File: config.mk
export PLATFORM = sky130hd
export DESIGN_NAME = stopwatch_controller
export DESIGN_NICKNAME = d
export VERILOG_FILES = /design/src/rtl/stopwatch_controller.sv
export SDC_FILE = /design/constraint.sdc
export NUM_CORES = 1
export LEC_CHECK = 0
export CAP_MARGIN = 25
export CORE_ASPECT_RATIO = 1.5
export CORE_MARGIN = 3
export CORE_UTILIZATION = 45
export CTS_CLUSTER_SIZE = 16
export DETAILED_ROUTE_END_ITERATION = 16
export GPL_TIMING_DRIVEN = 0
export MAX_ROUTING_LAYER = met4
export PLACE_DENSITY = 0.77
export SYNTH_ARGS = -nofsm -noshare
export SYNTH_HDL_FRONTEND = slang
export SYNTH_SLANG_ARGS = --single-unit
File: constraint.sdc
create_clock -name clk -period 3 [get_ports clk]
set_input_delay 0.3 -clock clk [delete_from_list [all_inputs] [get_ports clk]]
set_output_delay 0.3 -clock clk [all_outputs]
set_load 0.01 [all_outputs]
File: src/rtl/stopwatch_controller.sv
// Stopwatch run-control: button synchronise/debounce, start/stop/lap/reset FSM,
// 1 Hz count-enable prescaler and lap snapshot for the display.
module stopwatch_controller #(
    parameter int TICK_DIVISOR    = 50_000_000,
    parameter int DEBOUNCE_CYCLES = 500_000
) (
    input  logic       clk,
    input  logic       reset,
    input  logic       start_stop_button,
    input  logic       lap_reset_button,
    input  logic [6:0] minutes,
    input  logic [6:0] seconds,
    output logic       count_tick,
    output logic       count_clear,
    output logic       running,
    output logic       lap_active,
    output logic [6:0] display_minutes,
    output logic [6:0] display_seconds
);
    localparam int PW = $clog2(TICK_DIVISOR);
    localparam int DW = $clog2(DEBOUNCE_CYCLES);

    typedef enum logic [1:0] {IDLE, RUN, LAP, PAUSE} state_t;

    state_t               state_q, state_d;
    logic [1:0]           sync1_q, sync1_d, sync2_q, sync2_d;
    logic [1:0]           level_q, level_d, press_q, press_d;
    logic [1:0][DW-1:0]   cnt_q, cnt_d;
    logic [PW-1:0]        presc_q, presc_d;
    logic [6:0]           lap_min_q, lap_min_d, lap_sec_q, lap_sec_d;
    logic                 tick_q, tick_d, clear_q, clear_d;
    logic                 running_q, running_d, lap_active_q, lap_active_d;
    logic                 ss_press, lr_press, run_now, run_next;

    // Index 0 is start/stop, index 1 is lap/reset.
    always_comb begin
        sync1_d = {lap_reset_button, start_stop_button};
        sync2_d = sync1_q;
        for (int b = 0; b < 2; b++) begin
            level_d[b] = level_q[b];
            cnt_d[b]   = '0;
            if (sync2_q[b] != level_q[b]) begin
                if (cnt_q[b] == DW'(DEBOUNCE_CYCLES - 1))
                    level_d[b] = ~level_q[b];
                else
                    cnt_d[b] = cnt_q[b] + 1'b1;
            end
        end
        press_d = level_d & ~level_q;
    end

    assign ss_press = press_q[0];
    assign lr_press = press_q[1];

    always_comb begin
        state_d   = state_q;
        clear_d   = 1'b0;
        lap_min_d = lap_min_q;
        lap_sec_d = lap_sec_q;
        case (state_q)
            IDLE: begin
                if (ss_press)      state_d = RUN;
                else if (lr_press) clear_d = 1'b1;
            end
            RUN: begin
                if (ss_press) state_d = PAUSE;
                else if (lr_press) begin
                    state_d   = LAP;
                    lap_min_d = minutes;
                    lap_sec_d = seconds;
                end
            end
            LAP: begin
                if (ss_press)      state_d = PAUSE;
                else if (lr_press) state_d = RUN;
            end
            PAUSE: begin
                if (ss_press) state_d = RUN;
                else if (lr_press) begin
                    state_d = IDLE;
                    clear_d = 1'b1;
                end
            end
            default: state_d = IDLE;
        endcase

        run_now  = (state_q == RUN) || (state_q == LAP);
        run_next = (state_d == RUN) || (state_d == LAP);

        // Only edges that stay in a running state advance time, so no tick can
        // land in the first cycle of PAUSE/IDLE.
        presc_d = presc_q;
        tick_d  = 1'b0;
        if (clear_d)
            presc_d = '0;
        else if (run_now && run_next) begin
            if (presc_q == PW'(TICK_DIVISOR - 1)) begin
                presc_d = '0;
                tick_d  = 1'b1;
            end else
                presc_d = presc_q + 1'b1;
        end

        running_d    = run_next;
        lap_active_d = (state_d == LAP);
    end

    always_ff @(posedge clk) begin
        if (reset) begin
            state_q      <= IDLE;
            sync1_q      <= '0;
            sync2_q      <= '0;
            level_q      <= '0;
            press_q      <= '0;
            cnt_q        <= '0;
            presc_q      <= '0;
            lap_min_q    <= '0;
            lap_sec_q    <= '0;
            tick_q       <= 1'b0;
            clear_q      <= 1'b0;
            running_q    <= 1'b0;
            lap_active_q <= 1'b0;
        end else begin
            state_q      <= state_d;
            sync1_q      <= sync1_d;
            sync2_q      <= sync2_d;
            level_q      <= level_d;
            press_q      <= press_d;
            cnt_q        <= cnt_d;
            presc_q      <= presc_d;
            lap_min_q    <= lap_min_d;
            lap_sec_q    <= lap_sec_d;
            tick_q       <= tick_d;
            clear_q      <= clear_d;
            running_q    <= running_d;
            lap_active_q <= lap_active_d;
        end
    end

    assign count_tick      = tick_q;
    assign count_clear     = clear_q;
    assign running         = running_q;
    assign lap_active      = lap_active_q;
    assign display_minutes = lap_active_q ? lap_min_q : minutes;
    assign display_seconds = lap_active_q ? lap_sec_q : seconds;

endmodule

==> reports/metrics.csv <==
metric;value;unit
status;finished clean;
first-pass GRT wire length;14.5;mm
CTS tree;done;
#FFs+latches synth;92;
Finished Layout Cells;629;
Starting Density;0.467;
fmax;0.358;GHz
Placed Cells;613;
clock latency on the worst-skew pair;0.34;ns
Hold WC Path Type;flip-flop to flip-flop;
First DRT Iteration DRCs;174;
nets;540;
area leader, netlist;dfxtp_1;
Max VDD drop;0.366;mV
Syn Std Cell Area;0.00417;sq mm
final slew viol count;0;
crit path launch;state_q[0]$_SDFF_PP0_;
layout cell share with drive strength beyond 1;0.116;
commonest non-fill, non-tap cell in the layout;dfxtp_1;
Num CTS Buffers;9;
Remaining DRCs;0;
Util after Layout;0.561;
Num Clock Sinks;92;
endpoints failing setup;0;
crit path DAT;3.01;ns
HP Start;sync1_q[1]$_SDFF_PP0_;
Yosys top cell area share;0.442;
Clock Tree Buf Depth;2;
Hold Path Sink;sync2_q[1]$_SDFF_PP0_;
final instance area;0.00501;sq mm
DIE AREA;0.0105;sq mm
Syn. warnings;0;
Setup Skew;0.00526;ns
r2r setup slk;0.21;ns
number of flops mapped to enable cells by yosys;0;
GRT Resource Usage Total;0.174;
Final WS setup;0.206;ns
H-tree levels;3;
Initial DRT Pass Iterations;4;
number of global-route vias before repair;3289;
FF-to-FF Start;state_q[0]$_SDFF_PP0_;
grt total ovfl;0;
routed vias;3275;
Synth-to-Final Area Change;20.2;%
reg-to-reg endpoint;presc_q[24]$_SDFFE_PP0P_;
worst rel slew slack;0.640;
Worst setup SP type;flip-flop;
antenna violations before repair;0;
Setup WS pre-CTS;-0.0265;ns
commonest cells after routing, fill and taps aside;dfxtp_1, nor2_1, nand2_1, xor2_1, clkdlybuf4s50_1;
asr flop ratio synth;0;
sequential cell area fraction in the yosys report;0.442;
Max-Cap Viols;0;
worst r2r path cells;12;
Avg Cell Area, Syn;8.91;sq um
Row Count;42;
drt via density;5.21;
pwr dens;487;mW/mm^2
Synth cell types;48;
P_leak;1.68;nW
Ports;36;
IO buf count;35;
Mapped Cells;468;
Worst setup EP type;flip-flop;
Mapped Nets;494;
Hold Path Cell Cnt;1;
number of fill cells in the layout;791;
placed inst area;0.00466;sq mm
mean routed wirelength per cell;13.2;um
final-report hold violation count;0;
critical path required time;3.22;ns
largest net degree at the start of global routing;14;
WL final;8.29;mm
largest cells by area after synthesis;dfxtp_1, xor2_1, nor2_1;
actual slew at the worst max-slew pin;0.539;ns
ant diodes;0;
clk root buf;clkbuf_16;
period utilization;0.931;
dpl hpwl;5.97;mm
Core ar.;0.00893;sq mm
post-detailed-route count of antenna-violating nets;0;
Max FO, Critical Path;8;
kind of critical path;flip-flop to flip-flop;
Most used DFF post-synth;dfxtp_1;
width of the die;84.6;um
clk slew on worst S/H paths;0.06;ns
Post-CTS Setup Repair Bufs;0;
post-route minimum period;2.79;ns
die height;124;um
GPL Wtd Cong;0.807;
## cells in the mapped netlist, types with 9 or more instances
library cell / n
nand2_1: 54
mux2_2: 15
nor2b_1: 9
nand3_1: 21
a21oi_1: 15
clkbuf_1: 10
xor2_1: 36
nor2_1: 80
inv_1: 9
dfxtp_1: 92
xnor2_1: 24
nand4_1: 18
## cell type report
type / count / area [sq um] / share of cell area
Inverter: 9 / 33.8 / 0.00674
Buffer: 17 / 108 / 0.0215
Clock buffer: 15 / 268 / 0.0534
Clock inverter: 1 / 30.0 / 0.00599
Multi-Input combinational cell: 350 / 2240 / 0.447
Timing Repair Buffer: 35 / 350 / 0.0699
Tap cell: 110 / 138 / 0.0275
Sequential cell: 92 / 1840 / 0.368
## stage by stage
step | TNS [ns] | power (mW) | hold slack, ns
4_1_cts | 0 | 2.46 | 0.445
6_report | 0 | 2.44 | 0.443
3_5_place_dp | -0.0265 | 1.34 | 0.431
5_1_grt | -0.0158 | 2.52 | 0.457
3_3_place_gp | 0 | 1.34 | 0.431
2_1_floorplan | 0 | 1.29 | 0.414
## worst max path at each step
stage	depth (start not counted)	end	slack, ns
after floorplan	12	presc_q[24]$_SDFFE_PP0P_	0.33
after global placement	12	presc_q[24]$_SDFFE_PP0P_	0.09
after detailed placement	12	presc_q[24]$_SDFFE_PP0P_	-0.03
after CTS	12	presc_q[24]$_SDFFE_PP0P_	0.04
after global routing	13	presc_q[24]$_SDFFE_PP0P_	-0.02
final	12	presc_q[24]$_SDFFE_PP0P_	0.21
## repair_timing
| action | 4_1_cts | 5_1_grt |
|---|---|---|
| setup endpoints to repair | 5 | 21 |
| hold buffers | 0 | 0 |
| endpoints found under the hold margin | 0 | 0 |
| gates resized for setup | 3 | 10 |
## flip-flops by register name, summed over array words and instances, names as in the netlist, 2 cells and up
signal and count:
sync2_q 2, level_q 2, state_q 2, press_q 2, lap_min_q 7, lap_sec_q 7
cnt_q 38, presc_q 26, sync1_q 2
## cells by family after synthesis
| logic type | count (synthesis) | synth area share |
|---|---|---|
| compound gates | 22 | 0.0324 |
| xor+xnor | 60 | 0.126 |
| fa+ha+maj | 8 | 0.0240 |
| buf+inv | 26 | 0.0330 |
| flops | 92 | 0.442 |
| mux | 18 | 0.0477 |
| simple gates | 242 | 0.295 |
## worst max-delay path, cell delays in order, from the launching register on
cell       delay, ns
dfxtp_2         0.35
inv_1           0.06
ha_1            0.24
nor2b_2         0.16
mux2_4          0.33
o2bb2ai_4       0.16
ha_4            0.24
and4b_2         0.32
nand4bb_1       0.11
clkbuf_4        0.19
o2bb2a_1        0.28
o21ai_0         0.14
a21boi_0        0.10
## where the power goes
| part | switching (mW) | leakage (nW) | internal (mW) |
|---|---|---|---|
| logic | 0.0372 | 0.790 | 0.0518 |
| registers | 0.00180 | 0.743 | 1.22 |
| clock network | 0.435 | 0.144 | 0.692 |
| total | 0.474 | 1.68 | 1.97 |
## metal layers
metal / track usage / part of all wire / up-vias
li1: - / - / 1662
met1: 0.189 / 0.42 / 1536
met2: 0.309 / 0.52 / 60
met3: 0.0351 / 0.036 / 17
met4: 0.0762 / 0.025 / 0
met5: - / 0 / -
Note: power is estimated with default switching activity, not from simulation.
